<file path="config.mk">
export PLATFORM = sky130hd
export DESIGN_NAME = board_reset_ctrl
export DESIGN_NICKNAME = d
export VERILOG_FILES = /design/src/rtl/board_reset_pkg.sv /design/src/rtl/reset_debouncer.sv /design/src/rtl/board_reset_ctrl.sv
export SDC_FILE = /design/constraint.sdc
export NUM_CORES = 1
export LEC_CHECK = 0
export CORE_MARGIN = 5
export CORE_UTILIZATION = 24
export CTS_BUF_LIST = sky130_fd_sc_hd__clkbuf_2
export DETAILED_ROUTE_END_ITERATION = 7
export GPL_TIMING_DRIVEN = 0
export PLACE_DENSITY = 0.47
export SLEW_MARGIN = 20
export SYNTH_ARGS = -nofsm -noshare
export SYNTH_HDL_FRONTEND = slang
export SYNTH_SLANG_ARGS = --single-unit
</file>
<file path="constraint.sdc">
create_clock -name clk -period 2.1 [get_ports clk]
set_input_delay 0.42 -clock clk [delete_from_list [all_inputs] [get_ports clk]]
set_output_delay 0.42 -clock clk [all_outputs]
set_load 0.02 [all_outputs]
</file>
<file path="src/rtl/board_reset_pkg.sv">
// Shared types and helpers for the board-level reset conditioner.
package board_reset_pkg;

  localparam int RST_COUNT_W = 8;

  typedef enum logic [1:0] {
    CAUSE_NONE   = 2'd0,
    CAUSE_POR    = 2'd1,
    CAUSE_BUTTON = 2'd2,
    CAUSE_SOFT   = 2'd3
  } rst_cause_t;

  typedef enum logic [1:0] {
    ST_ASSERT  = 2'd0,
    ST_STRETCH = 2'd1,
    ST_RELEASE = 2'd2,
    ST_RUN     = 2'd3
  } rst_state_t;

  // Reset counter holds at all-ones instead of wrapping back to zero.
  function automatic logic [RST_COUNT_W-1:0] sat_inc(input logic [RST_COUNT_W-1:0] v);
    if (v == {RST_COUNT_W{1'b1}}) begin
      return v;
    end else begin
      return v + RST_COUNT_W'(1);
    end
  endfunction

endpackage

</file>
<file path="src/rtl/reset_debouncer.sv">
// Button synchroniser plus stability filter; rise pulses for one cycle on an accepted press.
module reset_debouncer
  import board_reset_pkg::*;
#(
  parameter int SYNC_STAGES     = 2,
  parameter int DEBOUNCE_CYCLES = 1000
) (
  input  logic clk,
  input  logic rst,
  input  logic din,
  output logic dout,
  output logic rise
);

  localparam int               CNT_W    = $clog2(DEBOUNCE_CYCLES) + 1;
  localparam logic [CNT_W-1:0] CNT_LAST = CNT_W'(DEBOUNCE_CYCLES - 1);

  logic [SYNC_STAGES-1:0] r_sync;
  logic [CNT_W-1:0]       r_cnt;
  logic                   r_db;
  logic                   r_rise;
  logic                   w_sync;
  logic                   w_diff;

  assign w_sync = r_sync[SYNC_STAGES-1];
  assign w_diff = w_sync ^ r_db;

  // Any cycle where the synchronised level agrees with the filtered one restarts the count.
  always_ff @(posedge clk) begin
    if (rst) begin
      r_sync <= '0;
      r_cnt  <= '0;
      r_db   <= 1'b0;
      r_rise <= 1'b0;
    end else begin
      r_sync <= {r_sync[SYNC_STAGES-2:0], din};
      r_rise <= 1'b0;
      if (!w_diff) begin
        r_cnt <= '0;
      end else if (r_cnt == CNT_LAST) begin
        r_cnt  <= '0;
        r_db   <= w_sync;
        r_rise <= w_sync;
      end else begin
        r_cnt <= r_cnt + CNT_W'(1);
      end
    end
  end

  assign dout = r_db;
  assign rise = r_rise;

endmodule

</file>
<file path="src/rtl/board_reset_ctrl.sv">
// Board reset conditioner: merges power-on, button and host soft resets into
// stretched, staggered active-low domain resets with cause and count reporting.
module board_reset_ctrl
  import board_reset_pkg::*;
#(
  parameter int BTN_ACTIVE_HIGH = 1,
  parameter int SYNC_STAGES     = 2,
  parameter int DEBOUNCE_CYCLES = 1000,
  parameter int STRETCH_CYCLES  = 256,
  parameter int NUM_DOMAINS     = 2,
  parameter int STAGGER_CYCLES  = 16
) (
  input  logic                   clk,
  input  logic                   rst,
  input  logic                   btn,
  input  logic                   soft_rst_req,
  output logic [NUM_DOMAINS-1:0] rst_n_o,
  output logic                   busy,
  output logic [1:0]             rst_cause,
  output logic [RST_COUNT_W-1:0] rst_count
);

  localparam int LAST_REL = (NUM_DOMAINS - 1) * STAGGER_CYCLES;
  localparam int CNT_MAX  = (STRETCH_CYCLES > LAST_REL) ? STRETCH_CYCLES : LAST_REL;
  localparam int CNT_W    = $clog2(CNT_MAX) + 1;
  localparam logic [CNT_W-1:0] STRETCH_LAST = CNT_W'(STRETCH_CYCLES - 1);

  rst_state_t             r_state, w_state_nxt;
  rst_cause_t             r_cause, w_cause_nxt, w_req_cause;
  logic [CNT_W-1:0]       r_cnt, w_cnt_nxt;
  logic [NUM_DOMAINS-1:0] r_rst_n, w_rst_n_nxt;
  logic [RST_COUNT_W-1:0] r_count, w_count_nxt;
  logic                   r_busy;
  logic                   w_btn, w_db, w_rise, w_req;
  int                     w_elapsed;

  assign w_btn = (BTN_ACTIVE_HIGH != 0) ? btn : ~btn;

  reset_debouncer #(
    .SYNC_STAGES    (SYNC_STAGES),
    .DEBOUNCE_CYCLES(DEBOUNCE_CYCLES)
  ) u_debouncer (
    .clk (clk),
    .rst (rst),
    .din (w_btn),
    .dout(w_db),
    .rise(w_rise)
  );

  assign w_req       = w_rise | soft_rst_req;
  assign w_req_cause = w_rise ? CAUSE_BUTTON : CAUSE_SOFT;
  assign w_elapsed   = int'(r_cnt) + 1;

  // A request outside ASSERT restarts the sequence; otherwise the phase logic advances.
  always_comb begin
    w_state_nxt = r_state;
    w_cnt_nxt   = r_cnt;
    w_rst_n_nxt = r_rst_n;
    w_cause_nxt = r_cause;
    w_count_nxt = r_count;
    if (w_req && (r_state != ST_ASSERT)) begin
      w_state_nxt = ST_ASSERT;
      w_cnt_nxt   = '0;
      w_rst_n_nxt = '0;
      w_cause_nxt = w_req_cause;
      w_count_nxt = sat_inc(r_count);
    end else begin
      case (r_state)
        ST_ASSERT: begin
          w_rst_n_nxt = '0;
          if (w_req) begin
            w_cause_nxt = w_req_cause;
          end else begin
            w_cause_nxt = r_cause;
          end
          if (w_db) begin
            w_state_nxt = ST_ASSERT;
          end else begin
            w_state_nxt = ST_STRETCH;
            w_cnt_nxt   = '0;
          end
        end
        ST_STRETCH: begin
          if (r_cnt == STRETCH_LAST) begin
            w_cnt_nxt = '0;
            if (LAST_REL == 0) begin
              w_state_nxt = ST_RUN;
              w_rst_n_nxt = '1;
            end else begin
              w_state_nxt    = ST_RELEASE;
              w_rst_n_nxt    = '0;
              w_rst_n_nxt[0] = 1'b1;
            end
          end else begin
            w_cnt_nxt = r_cnt + CNT_W'(1);
          end
        end
        ST_RELEASE: begin
          // r_cnt + 1 cycles have passed since domain 0 was let go
          w_cnt_nxt = r_cnt + CNT_W'(1);
          for (int k = 0; k < NUM_DOMAINS; k++) begin
            w_rst_n_nxt[k] = (w_elapsed >= k * STAGGER_CYCLES);
          end
          if (w_elapsed >= LAST_REL) begin
            w_state_nxt = ST_RUN;
          end else begin
            w_state_nxt = ST_RELEASE;
          end
        end
        ST_RUN: begin
          w_rst_n_nxt = '1;
        end
        default: begin
          w_state_nxt = ST_ASSERT;
          w_rst_n_nxt = '0;
        end
      endcase
    end
  end

  // All outputs come straight from flops.
  always_ff @(posedge clk) begin
    if (rst) begin
      r_state <= ST_ASSERT;
      r_cnt   <= '0;
      r_rst_n <= '0;
      r_busy  <= 1'b1;
      r_cause <= CAUSE_POR;
      r_count <= '0;
    end else begin
      r_state <= w_state_nxt;
      r_cnt   <= w_cnt_nxt;
      r_rst_n <= w_rst_n_nxt;
      r_busy  <= ~&w_rst_n_nxt;
      r_cause <= w_cause_nxt;
      r_count <= w_count_nxt;
    end
  end

  assign rst_n_o   = r_rst_n;
  assign busy      = r_busy;
  assign rst_cause = r_cause;
  assign rst_count = r_count;

endmodule
</file>
==> results of run 1 <==
## cell families (layout without fill, tap and decap cells)
group	count (synthesis)	after routing
muxes	4	4
buffers and inverters	12	45
and+or+nand+nor	100	100
adders and majority gates	11	11
DFF	39	39
xor gates and xnor gates	16	16
AOI/OAI and AO/OA	38	38
## state kept, by name, summed over array words and instances, names as in the netlist
signal              count
u_debouncer.dout        1
rst_n_o                 2
u_debouncer.r_cnt      11
r_cnt                   9
busy                    1
u_debouncer.rise        1
u_debouncer.r_sync      2
r_state                 2
rst_cause               2
rst_count               8
## placed cells by master, fill, tap and decap left out, types with 2 or more instances in the layout
master and count:
o211ai_1 2, dfxtp_4 2, nand3_1 6, xor2_1 8, a21oi_2 2, nor3_2 3
buf_6 2, and3_1 2, inv_1 7, mux2i_1 3, or3_1 5, nand2_1 17
o21bai_1 2, buf_4 9, nor3_1 5, dfxtp_1 37, o21ai_0 13, nor2b_1 2
a21o_1 2, nor2_1 42, clkdlybuf4s50_1 16, a21oi_1 14, nor3b_2 3, ha_4 2
clkbuf_2 5, clkinv_1 2, xnor2_1 8, nand4_1 3, and3_4 2, ha_1 9
## metrics by stage
stage	setup TNS [ns]	cell area (um^2)	hold WS, ns
2_1_floorplan	0	1892	0.4138
3_3_place_gp	-3.101	2180	0.4196
5_1_grt	-0.3001	2381	0.4760
4_1_cts	0	2317	0.4615
3_5_place_dp	-3.111	2180	0.4266
6_report	0	2381	0.4588
## layout make-up
class,count,area (um^2)
buffer,4,31.28
clock buffer,5,25.02
clock inverter,3,15.01
fill,828,5306
inverter,8,30.03
multi-input combinational,169,1136
sequential,39,788.3
tap,102,127.6
timing repair buffer,25,227.7
## power breakdown
group	total, uW	internal, uW	switching (uW)
sequential	814	776	38.0
combinational	535	213	322
clock	328	74.2	254
## routing by layer
layer  GRT usage (%)  part of all wire, %  vias to the layer above
met4           3.782                  1.8                        0
met1           10.31                   49                      700
li1                -                    -                      816
met2           13.57                   45                       18
met5               0                    0                        -
met3           2.619                  3.6                        8
## worst paths after layout
kind                                            start                     to  slack, ns  cells past startpoint
worst max register to register               r_cnt[0]               r_cnt[4]       0.06                     12
worst max-delay path                         r_cnt[0]               r_cnt[4]       0.06                     12
worst min register to register  u_debouncer.r_sync[0]  u_debouncer.r_sync[1]       0.46                      1
worst min-delay path            u_debouncer.r_sync[0]  u_debouncer.r_sync[1]       0.46                      1
## repair_timing
action / CTS / global route
setup endpoints to repair: 11 / 9
resized for setup: 15 / 5
pin swaps: 3 / 4
setup buffers: 4 / 5
==> results.ini, run 1 <==
[run_status]
status = completed

[worst_setup_path]
required_ns = 2.45
path_class = register to register
slowest_stage = dfxtp_4
startpoint_type = register
crit_arrival_ns = 2.39
crit_buf_inv = 2
cp_max_fo = 7
crit_family = simple AND/OR/NAND/NOR gates
max_stage_delay_ns = 0.40
cp_cell_sequence = ha_4 > and3_4 > and3_4 > nand3_4 > inv_2 > ha_4 > nor2b_4 > o211ai_1 > buf_4 > nor3b_2 > a21oi_2 > nor2_1
end_kind = register

[yosys]
synth_top_family_by_area = simple AND/OR/NAND/NOR gates
synthSimpleGateAreaFrac_pct = 26.73
ys_seq_elements = 39
synth_compound_area_share_pct = 11.57
yosysUniqueCellTypes = 35
yosys_most_used_dff = dfxtp_1
synth_nets = 235
synth_cells = 220
yosysSeqAreaShare_pct = 41.49
synth_most_common_cell = nor2_1
synth_top_area_cell = dfxtp_1
ys_top_cells_by_count = nor2_1, dfxtp_1, nand2_1
netlist_area_um2 = 1882
yosys.area_share.xor_xnor_pct = 7.447
synthAdderAreaFrac_pct = 7.314
synthTopCellsByArea = dfxtp_1, nor2_1, ha_1
synth_edf_count = 0
synth.avg_cell_area_um2 = 8.554
ys_warn_count = 0
async_flop_share_pct = 0
synth_mux_area_share_pct = 2.194
synth_top_area_share_pct = 41.49

[power_and_ir_drop]
p_total_uw = 1677
powerDensity_nw_per_um2 = 704.5
p_leak_uw = 0.0008363
ir_drop_mv = 0.2368

[clocking]
path_clk_slew_ns = 0.20
cts_made_buffers = 5
cts_root_buffer = clkbuf_2
cts-hold-fix-buffers = 0
cts_buffer_depth = 2
clkSinkCount = 39
cts_tree = yes
h-tree-depth = 2
clock_latency_ns = 0.39

[sta]
hold_viol_final = 0
fmax_ghz = 0.4903
worstMarginPinSlew_ns = 0.5131
setup_slack_ns = 0.06040
slew_viol_final = 0
grt_setup_unrepaired = yes
slew_headroom_pct = 65.80
period_share_pct = 97.12
setup_viol = 0
period_minus_slack_ns = 2.040
fin_skew_ns = 0.008782

[routing]
antenna_left = 0
via_per_inst = 4.344
drc = 0
route.vias.total = 1542
detail_route.wl_per_cell_um = 10.75
first_iter_violations = 62
finalWirelength_mm = 3.818
drt_pass1_iterations = 4

[placement]
dp_cells = 338
place_ws_ns = -0.4141
port_buffers = 16
gp_congestion = 0.7703
hpwl_mm = 2.664

[layout]
drive_gt1_share_pct = 15.81
fin_nets = 267
diodes = 0
area_delta_synth_final_pct = 26.53
final_util_pct = 30.97
final_cells = 355

[global_route]
grt_first_pass_wirelength_mm = 6.748
grtUsageTotal_pct = 8.424
grt_start_max_net_pins = 13
antenna_found_initial = 0
grt_pass1_vias = 1510
grt_overflow = 0

[floorplanning]
fp.dieH_um = 98.55
rows = 32
coreArea_um2 = 7687
die-area_um2 = 9712
fp.dieW_um = 98.55
initial_utilization_pct = 24.48
num_io_pins = 17

[flow_run]
drv_cap = 0

[worst_hold_path]
min_path_type = register to register

No activity file was read; power rests on OpenSTA's default activity.
==> inputs of run 2 (changes only) <==
--- a/config.mk
+++ b/config.mk
@@ -11,5 +11,3 @@
 export DETAILED_ROUTE_END_ITERATION = 7
-export GPL_TIMING_DRIVEN = 0
 export PLACE_DENSITY = 0.47
-export SLEW_MARGIN = 20
 export SYNTH_ARGS = -nofsm -noshare
==> constraint.sdc (replaced) <==
create_clock -name clk -period 2.1 [get_ports clk]
set_input_delay 0.315 -clock clk [delete_from_list [all_inputs] [get_ports clk]]
set_output_delay 0.315 -clock clk [all_outputs]
set_load 0.02 [all_outputs]
==> run 2 against run 1 <==
Sequential share of layout area rose by 0.30 points. Cell count fell by 0.28%. Count of clock-buffer cells in the layout rose by 1. Sequential power barely moved. Critical path type unchanged. Critical endpoint is now r_cnt[6].
==> results.ini, run 2 (synthesized netlist as in run 1, its figures left out) <==
[run_status]
status = completed

[worst_setup_path]
end_kind = register
cp_cell_sequence = ha_4 > and3_4 > and3_4 > nand3_2 > inv_2 > ha_4 > nor2b_4 > o211ai_1 > buf_4 > nor3b_2 > a21oi_1 > nor2_1
max_stage_delay_ns = 0.38  ; -0.02 ns
startpoint_type = register
slowest_stage = dfxtp_2
path_class = register to register
required_ns = 2.43  ; -0.02 ns
crit_arrival_ns = 2.32  ; -0.07 ns
cp_max_fo = 7  ; unchanged

[floorplanning]
initial_utilization_pct = 24.48  ; unchanged
die-area_um2 = 9712  ; unchanged
num_io_pins = 17  ; unchanged
fp.dieW_um = 98.55  ; unchanged
rows = 32  ; unchanged
fp.dieH_um = 98.55  ; unchanged
coreArea_um2 = 7687  ; unchanged

[sta]
slew_headroom_pct = 66.63  ; +0.83 points
worstMarginPinSlew_ns = 0.5006  ; -0.01245 ns
tns_ns = 0  ; unchanged
fmax_ghz = 0.5013  ; +2.2%
period_share_pct = 94.99  ; -2.1 points
hold_viol_final = 0  ; unchanged
slew_viol_final = 0  ; unchanged
fin_skew_ns = 0.01560  ; +0.006821 ns
setup_viol = 0  ; unchanged
period_minus_slack_ns = 1.995  ; -0.04488 ns

[global_route]
grt_pass1_vias = 1403  ; -7.1%
grt_overflow = 0  ; unchanged
grt_first_pass_wirelength_mm = 6.596  ; -2.3%
grt_start_max_net_pins = 12  ; -1
grtUsageTotal_pct = 8.369  ; -0.055 points
antenna_found_initial = 0  ; unchanged

[layout]
final_cells = 354  ; -0.28%
diodes = 0  ; unchanged
final_util_pct = 30.50  ; -0.47 points
fin_nets = 266  ; -0.37%
largest-register = u_debouncer.r_cnt
largest_reg_flops = 11  ; unchanged
area_delta_synth_final_pct = 24.60
mostFrequentLayoutCell = nor2_1
layout_common_cells = nor2_1, dfxtp_1, nand2_1
drive_gt1_share_pct = 15.48  ; -0.33 points

[routing]
via_per_inst = 4.404  ; +1.4%
antenna_left = 0  ; unchanged
finalWirelength_mm = 3.915  ; +2.5%
drt_pass1_iterations = 4  ; unchanged
detail_route.wl_per_cell_um = 11.06  ; +2.8%
drc = 0  ; unchanged
first_iter_violations = 48  ; -23%
route.vias.total = 1559  ; +1.1%

[clocking]
cts_made_buffers = 5  ; unchanged
clock_latency_ns = 0.39  ; about the same
path_clk_slew_ns = 0.20  ; about the same
cts-hold-fix-buffers = 0  ; unchanged
cts_root_buffer = clkbuf_2
cts_buffer_depth = 2  ; unchanged
clkSinkCount = 39  ; unchanged
post-cts-setup-buffer-count = 0  ; -4
h-tree-depth = 2  ; unchanged
cts_tree = yes

[placement]
dp_cells = 346  ; +2.4%
port_buffers = 16  ; unchanged
hpwl_mm = 2.813  ; +5.6%
gp_congestion = 0.7452  ; -3.3%

[power_and_ir_drop]
powerDensity_nw_per_um2 = 718.5  ; +2.0%
p_leak_uw = 0.0008353  ; -0.12%
ir_drop_mv = 0.3283  ; +39%

[worst_hold_path]
min_path_type = input port to register

[flow_run]
drv_cap = 0  ; unchanged

[run 2: worst paths after layout]
kind                         startpoint                    end  slack [ns]  cells past startpoint
setup / recovery               r_cnt[0]               r_cnt[6]        0.11                     12
hold / removal                      btn  u_debouncer.r_sync[0]        0.46                      2
setup reg to reg               r_cnt[0]               r_cnt[6]        0.11                     12
hold reg to reg   u_debouncer.r_sync[0]  u_debouncer.r_sync[1]        0.46                      1
[run 2: per-stage QoR]
stage | total power, uW | hold WS [ns] | worst slack, ns | area (um^2)
after global routing | 1807 | 0.4176 | -0.04347 | 2345
after detailed placement | 1346 | 0.4204 | 0.03921 | 2238
after CTS | 1687 | 0.4209 | 0.01423 | 2282
after global placement | 1345 | 0.4225 | 0.07113 | 2238
after floorplan | 1168 | 0.3866 | 0.002035 | 1892
final | 1685 | 0.4568 | 0.1053 | 2345
[run 2: critical path: cells and delay by family (launching register included)]
family	cells	cell delay, ns
compound gates	2	0.17
buf+inv	2	0.23
fa+ha+maj	2	0.31
simple gates	6	0.84
flops	1	0.38
[run 2: layout make-up]
class	count	area (um^2)
flip-flops and latches	39	783.3
clock buffers	6	30.03
repair buffers	28	250.2
fillers	839	5343
inverters	8	30.03
well taps	102	127.6
multi-input cells	169	1116
clock inverters	2	7.507
[run 2: repair_timing]
item	in CTS	in global routing
endpoints found under the setup margin	1	10
resized for setup	2	15
pin swaps	0	2
[run 2: per-layer routing]
layer	vias to the layer above	track usage, %	wire length (um)
met5	-	0	0
met4	0	3.782	65
met3	6	2.477	153
met2	22	12.58	1750
met1	716	11.05	1946
li1	815	-	-
[run 2: report_power, final]
group          internal (uW)  leakage, uW  switching [uW]
clock network           80.3    0.0000281             248
registers                776     0.000317            38.5
logic                    226     0.000491             316
total                   1080     0.000835             602
==> inputs of run 3 (changes only) <==
--- a/constraint.sdc
+++ b/constraint.sdc
@@ -3,2 +3,2 @@
 set_output_delay 0.315 -clock clk [all_outputs]
-set_load 0.02 [all_outputs]
+set_load 0.05 [all_outputs]
==> run 3 against run 2 <==
Sequential share of layout area shrank 1.0 points. Cell count is the same. Via count shrank 0.51%. Sequential power is essentially flat. Hold slack lost 0.031 ns. Final area grew 3.1%. Clock power grew 80%. Total power grew 16%. Die area is the same. Non-clock buffer count is the same. Setup slack is essentially flat. Critical endpoint unchanged. Combinational power grew 2%.
==> results.ini, run 3 (synthesized netlist as in run 1, its figures left out) <==
[clocking]
path_clk_slew_ns = 0.21  ; about the same
cts_buffer_depth = 2  ; unchanged
h-tree-depth = 2  ; unchanged
cts_made_buffers = 5  ; unchanged
cts_root_buffer = clkbuf_2
clock_latency_ns = 0.40  ; about the same
clkSinkCount = 39  ; unchanged
cts_tree = yes

[power_and_ir_drop]
p_leak_uw = 0.0009326  ; +12%
p_total_uw = 1957  ; +16%
powerDensity_nw_per_um2 = 809.7  ; +13%
ir_drop_mv = 0.2801  ; -15%

[worst_setup_path]
max_stage_delay_ns = 0.38  ; about the same
path_class = register to register
crit_arrival_ns = 2.35  ; +0.03 ns
r2r_start = r_cnt[0]
cp-startpoint = r_cnt[0]
crit_buf_inv = 2  ; unchanged
startpoint_type = register
end_kind = register
slowest_stage = dfxtp_2
cp_cell_sequence = ha_4 > and3_4 > and3_4 > nand3_4 > inv_2 > ha_4 > nor2b_4 > o211ai_1 > buf_4 > nor3b_2 > a21oi_1 > nor2_1
cp_max_fo = 7  ; unchanged
crit_family = simple AND/OR/NAND/NOR gates
required_ns = 2.45  ; +0.02 ns

[routing]
detail_route.wl_per_cell_um = 11.22  ; +1.4%
drc = 0  ; unchanged
first_iter_violations = 46  ; -4.2%
route.vias.total = 1551  ; -0.51%
drt_pass1_iterations = 4  ; unchanged
antenna_left = 0  ; unchanged
finalWirelength_mm = 3.971  ; +1.4%
via_per_inst = 4.381  ; -0.51%

[floorplanning]
coreArea_um2 = 7687  ; unchanged
fp.dieW_um = 98.55  ; unchanged
die-area_um2 = 9712  ; unchanged
num_io_pins = 17  ; unchanged
initial_utilization_pct = 24.48  ; unchanged
fp.dieH_um = 98.55  ; unchanged
rows = 32  ; unchanged

[sta]
setup_viol = 0  ; unchanged
period_minus_slack_ns = 1.995  ; +0.00005100 ns
fin_skew_ns = 0.01326  ; -0.002346 ns
hold_slack_ns = 0.4261  ; -0.03076 ns
period_share_pct = 94.99  ; about the same
worstMarginPinSlew_ns = 0.5268  ; +0.02623 ns
tns_ns = 0  ; unchanged
slew_headroom_pct = 64.82  ; -1.8 points
slew_viol_final = 0  ; unchanged
hold_viol_final = 0  ; unchanged
grt_setup_unrepaired = yes
fmax_ghz = 0.5013  ; about the same

[layout]
fin_nets = 266  ; unchanged
multi_input_area_um2 = 1126  ; +0.90%
largest_reg_flops = 11  ; unchanged
drive_gt1_share_pct = 15.87  ; +0.40 points
largest-register = u_debouncer.r_cnt
area_delta_synth_final_pct = 28.46
seqCellArea_um2 = 783.3  ; unchanged
num-fill-cells = 841  ; +0.24%
diodes = 0  ; unchanged
mostFrequentLayoutCell = nor2_1
layout_common_cells = nor2_1, dfxtp_1, nand2_1

[placement]
port_buffers = 16  ; unchanged
gp_congestion = 0.7828  ; +5.0%
hpwl_mm = 2.799  ; -0.50%

[global_route]
grtUsageTotal_pct = 8.538  ; +0.17 points
grt_start_max_net_pins = 13  ; +1
grt_overflow = 0  ; unchanged
grt_pass1_vias = 1482  ; +5.6%
antenna_found_initial = 0  ; unchanged
grt_first_pass_wirelength_mm = 6.741  ; +2.2%

[worst_hold_path]
min_from = btn
min_path_type = input port to register

[run_status]
status = completed

[flow_run]
drv_cap = 0  ; unchanged

-- run 3: repair_timing --
item	CTS	global route
setup buffers	0	1
gates resized for setup	3	18
hold endpoints to repair	0	0
setup endpoints to repair	5	14
cloned	0	0
pin swaps	1	5
hold buffers	0	0
-- run 3: routing by layer --
| layer | part of all wire [%] | GRT usage (%) | up-vias |
|---|---|---|---|
| met4 | 1.5 | 2.836 | 0 |
| met1 | 50 | 10.51 | 712 |
| met3 | 3.8 | 3.397 | 6 |
| met5 | 0 | 0 | - |
| met2 | 45 | 13.62 | 17 |
| li1 | - | - | 816 |
-- run 3: metrics by stage --
step	setup WS [ns]	cell area (um^2)	util [%]	std cells
detailed placement	0.01876	2231	29.02	345
floorplan	0.002245	1892	-	220
CTS	-0.01183	2333	30.35	353
global placement	0.06501	2231	29.02	345
finish	0.1052	2417	31.45	354
global route	-0.05656	2417	31.45	354
-- run 3: worst register-to-register path: stages (launching register included) --
cell and delay [ns]:
dfxtp_2 0.38, ha_4 0.15, and3_4 0.17, and3_4 0.18, nand3_4 0.08, inv_2 0.04, ha_4 0.16, nor2b_4 0.13
o211ai_1 0.11, buf_4 0.20, nor3b_2 0.18, a21oi_1 0.06, nor2_1 0.09
-- run 3: power breakdown --
group | switching [uW] | leakage, uW | internal [uW] | total, uW
logic | 334 | 0.000563 | 220 | 554
registers | 38.3 | 0.000317 | 777 | 815
clock network | 263 | 0.0000532 | 326 | 589
total | 635 | 0.000933 | 1320 | 1960
-- run 3: final timing paths --
path              cells after the start               endpoint  slack [ns]
setup reg to reg                     12               r_cnt[6]        0.11
hold / removal                        2  u_debouncer.r_sync[0]        0.43
hold reg to reg                       1  u_debouncer.r_sync[1]        0.46
setup / recovery                     12               r_cnt[6]        0.11
-- run 3: area by class of cell --
type                            instances  share of cell area (%)
Inverter                                8                   1.242
Clock inverter                          2                   2.484
Timing Repair Buffer                   28                   10.77
Clock buffer                            6                   1.242
Tap cell                              102                   5.279
Sequential cell                        39                   32.40
Multi-Input combinational cell        169                   46.58
==> patch 1: new RTL, config.mk and constraints of run 2 <==
Add an input register stage for `btn`, with the module's reset; this delays it by one clock.
--- a/src/rtl/board_reset_ctrl.sv
+++ b/src/rtl/board_reset_ctrl.sv
@@ -26,4 +26,14 @@
   localparam logic [CNT_W-1:0] STRETCH_LAST = CNT_W'(STRETCH_CYCLES - 1);
 
+  logic btn_q;
+
+  always_ff @(posedge clk) begin
+    if (rst) begin
+      btn_q <= '0;
+    end else begin
+      btn_q <= btn;
+    end
+  end
+
   rst_state_t             r_state, w_state_nxt;
   rst_cause_t             r_cause, w_cause_nxt, w_req_cause;
@@ -35,5 +45,5 @@
   int                     w_elapsed;
 
-  assign w_btn = (BTN_ACTIVE_HIGH != 0) ? btn : ~btn;
+  assign w_btn = (BTN_ACTIVE_HIGH != 0) ? btn_q : ~btn_q;
 
   reset_debouncer #(
Function: same outputs for any inputs over 10 cycles, from zero or initial values and one cycle with rst high; that may be too few to reach the edited logic, so the function may still have changed.
==> patch 1 against run 2 <==
Area after synthesis is 2.8% higher; combinational power is 1% higher; worst setup slack worse by 0.022 ns; total power is 11% higher; routed wire length is 0.92% lower; hold slack better by 0.00078 ns; cell area is 1.9% higher; sequential cell count is 1 higher; critical path type unchanged; highest routed layer unchanged.
==> patch 1: results (changes against run 2) <==
| Metric | Value |
|---|---|
| GR Util met3 | `2.22% (-0.25 points)` |
| Total global-route track usage | `8.32% (-0.044 points)` |
| Synth top area cells | `dfxtp_1 (41%), nor2_1 (7.4%), ha_1 (7.1%)` |
| Setup slack at placement | `0.0287 ns (-0.0105 ns)` |
| CP peak stage delay | `0.41 ns (+0.03 ns)` |
| Global-route wire length before repair | `6720 um (+1.9%)` |
| Worst clock skew | `0.0260 ns (+0.0104 ns)` |
| Vias per std cell | `4.38 (-0.43%)` |
| Nets@finish | `268 (+0.75%)` |
| CP max-delay cell | `or3_1` |
| Layout cells sized above 1 | `13.0% (-2.5 points)` |
| Placed Cells | `348 (+0.58%)` |
| Max VDD drop | `0.264 mV (-20%)` |
| Area taken by multi-input logic gates | `1120 um^2 (+0.22%)` |
| Data arrival time of the worst path | `2.37 ns (+0.05 ns)` |
| Worst reg-to-reg setup slack | `0.08 ns (-0.02 ns)` |
| Combinational power | `0.549 mW (+1%)` |
| Syn_nets | `237 (+0.85%)` |
| Register-to-Register Path Depth | `9 (-3)` |
| Sequential logic power | `0.838 mW (+2.8%)` |
| P_leak | `0.848 nW (+1.5%)` |
| Vias in the first global route | `1,429 (+1.9%)` |
| GPL Wtd Cong | `0.770 (+3.4%)` |
| Met1 usage | `10.7% (-0.36 points)` |
| WL final | `3880 um (-0.92%)` |
| DP Area | `2290 um^2 (+2.4%)` |
| Via count | `1,561 (+0.13%)` |
| WHS Endpoint | `u_debouncer.r_sync[1]$_SDFF_PP0_` |
| Hold depth | `1 (-1)` |
| Fmax | `496 MHz (-1.1%)` |
| Fill cell count | `842 (+0.36%)` |
| Largest net degree at the start of global routing | `17 (+5)` |
| Initial detailed-routing violation count | `68 (+42%)` |
| Met3 routed WL | `136 um (-11%)` |
| Grt met2 use | `12.6% (-0.014 points)` |
| Met1 WL | `2000 um (+2.7%)` |
| Synth top cells by count | `dfxtp_1 (40), nor2_1 (38), a21oi_1 (14)` |
| Final hold slack | `0.458 ns (+0.000777 ns)` |
| Sequential share of the synthesized area | `41.4% (-0.092 points)` |
| DPL Wire Length | `2810 um (-0.22%)` |
| Routed length on met2 | `1700 um (-3.1%)` |
| Worst slew pin tran | `0.372 ns (-0.129 ns)` |
| Outcome | `finished clean` |
| Worst hold-check path type | `register to register` |
| Clk pin slew, worst setup/hold paths | `0.22 ns (+0.02 ns)` |
| Netlist cell types | `39 (+11%)` |
==> patch 1: cell types whose count changed in the layout (fill, tap and decap cells not counted), moves of 3 or more <==
cell            run 2  this run
nand4_1             3         6
nor2_1             42        38
nand3_1             6        11
nor3b_1             0         3
nand2_1            17        13
nor2b_1             2         6
==> patch 1: cell type report <==
class | count | area share (%)
timing repair buffer | 27 | 10.2
clock buffer | 5 | 1.05
multi-input combinational | 172 | 46.8
inverter | 7 | 1.10
sequential | 40 | 33.6
clock inverter | 3 | 1.99
tap | 102 | 5.34
==> patch 1: logic make-up (layout without fill, tap and decap cells) <==
family                   Yosys count  after routing  synth area share [%]
adder cells (fa/ha/maj)           11             11                  7.12
multiplexers                       4              4                  2.07
XOR/XNOR                          15             15                  6.79
AND/OR/NAND/NOR                  104            104                  27.6
buffers and inverters             10             42                  2.01
flip-flops                        40             40                  41.4
AO/OA/AOI/OAI                     38             38                  13.1
==> patch 2: new RTL, settings of run 2 <==
Made on the original files. `STAGGER_CYCLES`: 16 -> 32.
--- a/src/rtl/board_reset_ctrl.sv
+++ b/src/rtl/board_reset_ctrl.sv
@@ -9,5 +9,5 @@
   parameter int STRETCH_CYCLES  = 256,
   parameter int NUM_DOMAINS     = 2,
-  parameter int STAGGER_CYCLES  = 16
+  parameter int STAGGER_CYCLES  = 32
 ) (
   input  logic                   clk,
Check against the original RTL: no difference found for any inputs over 10 cycles, from zero or initial values and one cycle with rst high; that may be too few to reach the edited logic, so the function may still have changed.
==> patch 2 against run 2 <==
Area after synthesis increased by 1.9%; sequential cell count unchanged; cell area increased by 0.16%; fmax increased by 4.5%; sequential share of layout area decreased by 0.11 points; routed wire length decreased by 10%; utilization decreased by 0.27 points; worst setup slack improved by 0.086 ns; total power increased by 7.0%; highest routed layer unchanged.
==> patch 2: results (changes against run 2) <==
| Metric | Value |
|---|---|
| Setup slack at placement | `0.0979 ns (+0.0587 ns)` |
| Netlist cell types | `40 (+14%)` |
| Adder-cell area share of the yosys netlist | `7.18% (-0.14 points)` |
| Mux contribution to synthesized area | `2.61% (+0.42 points)` |
| Synth top area cells | `dfxtp_1 (41%), ha_1 (7.2%), xor2_1 (6.4%)` |
| Routed length on met2 | `1510 um (-14%)` |
| Fill cell count | `834 (-0.60%)` |
| CP peak stage delay | `0.42 ns (+0.04 ns)` |
| Global-route wire length before repair | `6130 um (-7.1%)` |
| Flop pwr share | `45.3% (-3.1 points)` |
| Final hold slack | `0.448 ns (-0.00858 ns)` |
| Clock network power | `0.468 mW (+43%)` |
| Total global-route track usage | `7.50% (-0.87 points)` |
| Largest net degree at the start of global routing | `14 (+2)` |
| Nonclk inv count | `7 (-1)` |
| Grt met2 use | `11.2% (-1.4 points)` |
| Final cell count without fillers | `335 (-5.4%)` |
| Synth top cells by count | `dfxtp_1 (39), nor2_1 (30), nand2_1 (14), xor2_1 (14), nand3_1 (12)` |
| Met3 routed WL | `124 um (-19%)` |
| Layout cells sized above 1 | `19.7% (+4.3 points)` |
| Power per cell area | `767 nW/um^2 (+6.8%)` |
| Post-synthesis xor/xnor area fraction | `10.0% (+2.6 points)` |
| # clk buffers | `5 (-1)` |
| CP max-delay cell | `or4_4` |
| DR pass1 iterations | `3 (-1)` |
| Outcome | `finished clean` |
| Met1 usage | `10.2% (-0.87 points)` |
| GPL Wtd Cong | `0.723 (-3.0%)` |
| P_leak | `0.841 nW (+0.72%)` |
| DP Area | `2240 um^2 (+0.22%)` |
| Multi-input gates | `154 (-8.9%)` |
| Worst reg-to-reg setup slack | `0.19 ns (+0.09 ns)` |
| DPL Wire Length | `2610 um (-7.4%)` |
| Sequential share of the synthesized area | `40.7% (-0.78 points)` |
| Max_slew headroom | `77.0% (+10 points)` |
| Int Pwr | `1.20 mW (+11%)` |
| Syn_nets | `219 (-6.8%)` |
| Worst clock skew | `0.0138 ns (-0.00183 ns)` |
| Hold depth | `1 (-1)` |
| Layout non-clock buf frac | `9.70% (-0.98 points)` |
| Non-clk bufs | `25 (-11%)` |
| Max VDD drop | `0.329 mV (+0.11%)` |
| Met1 WL | `1860 um (-4.5%)` |
## patch 2: changes by cell type after synthesis, sizes merged, moves of 4 or more
cell	before	now
xor2	8	14
or3	5	1
nor3	8	3
nand3	8	13
a21oi	16	10
o21ai	14	6
## patch 2: timing repair
item,4_1_cts,5_1_grt
buffers inserted,0,0
resized for setup,0,11
endpoints found under the setup margin,0,7
## patch 2: path summary, 6_finish.rpt
check | to
worst max-delay path | r_cnt[6]$_SDFFE_PP0P_
worst min-delay path | u_debouncer.r_sync[1]$_SDFF_PP0_
worst max register to register | r_cnt[6]$_SDFFE_PP0P_
worst min register to register | u_debouncer.r_sync[1]$_SDFF_PP0_
## patch 2: kinds of logic (layout without fill, tap and decap cells)
kind of cell | Yosys count | after routing
buf+inv | 11 | 40
mux | 5 | 5
compound gates | 25 | 25
flops | 39 | 39
simple gates | 91 | 91
fa+ha+maj | 11 | 11
xor+xnor | 22 | 22
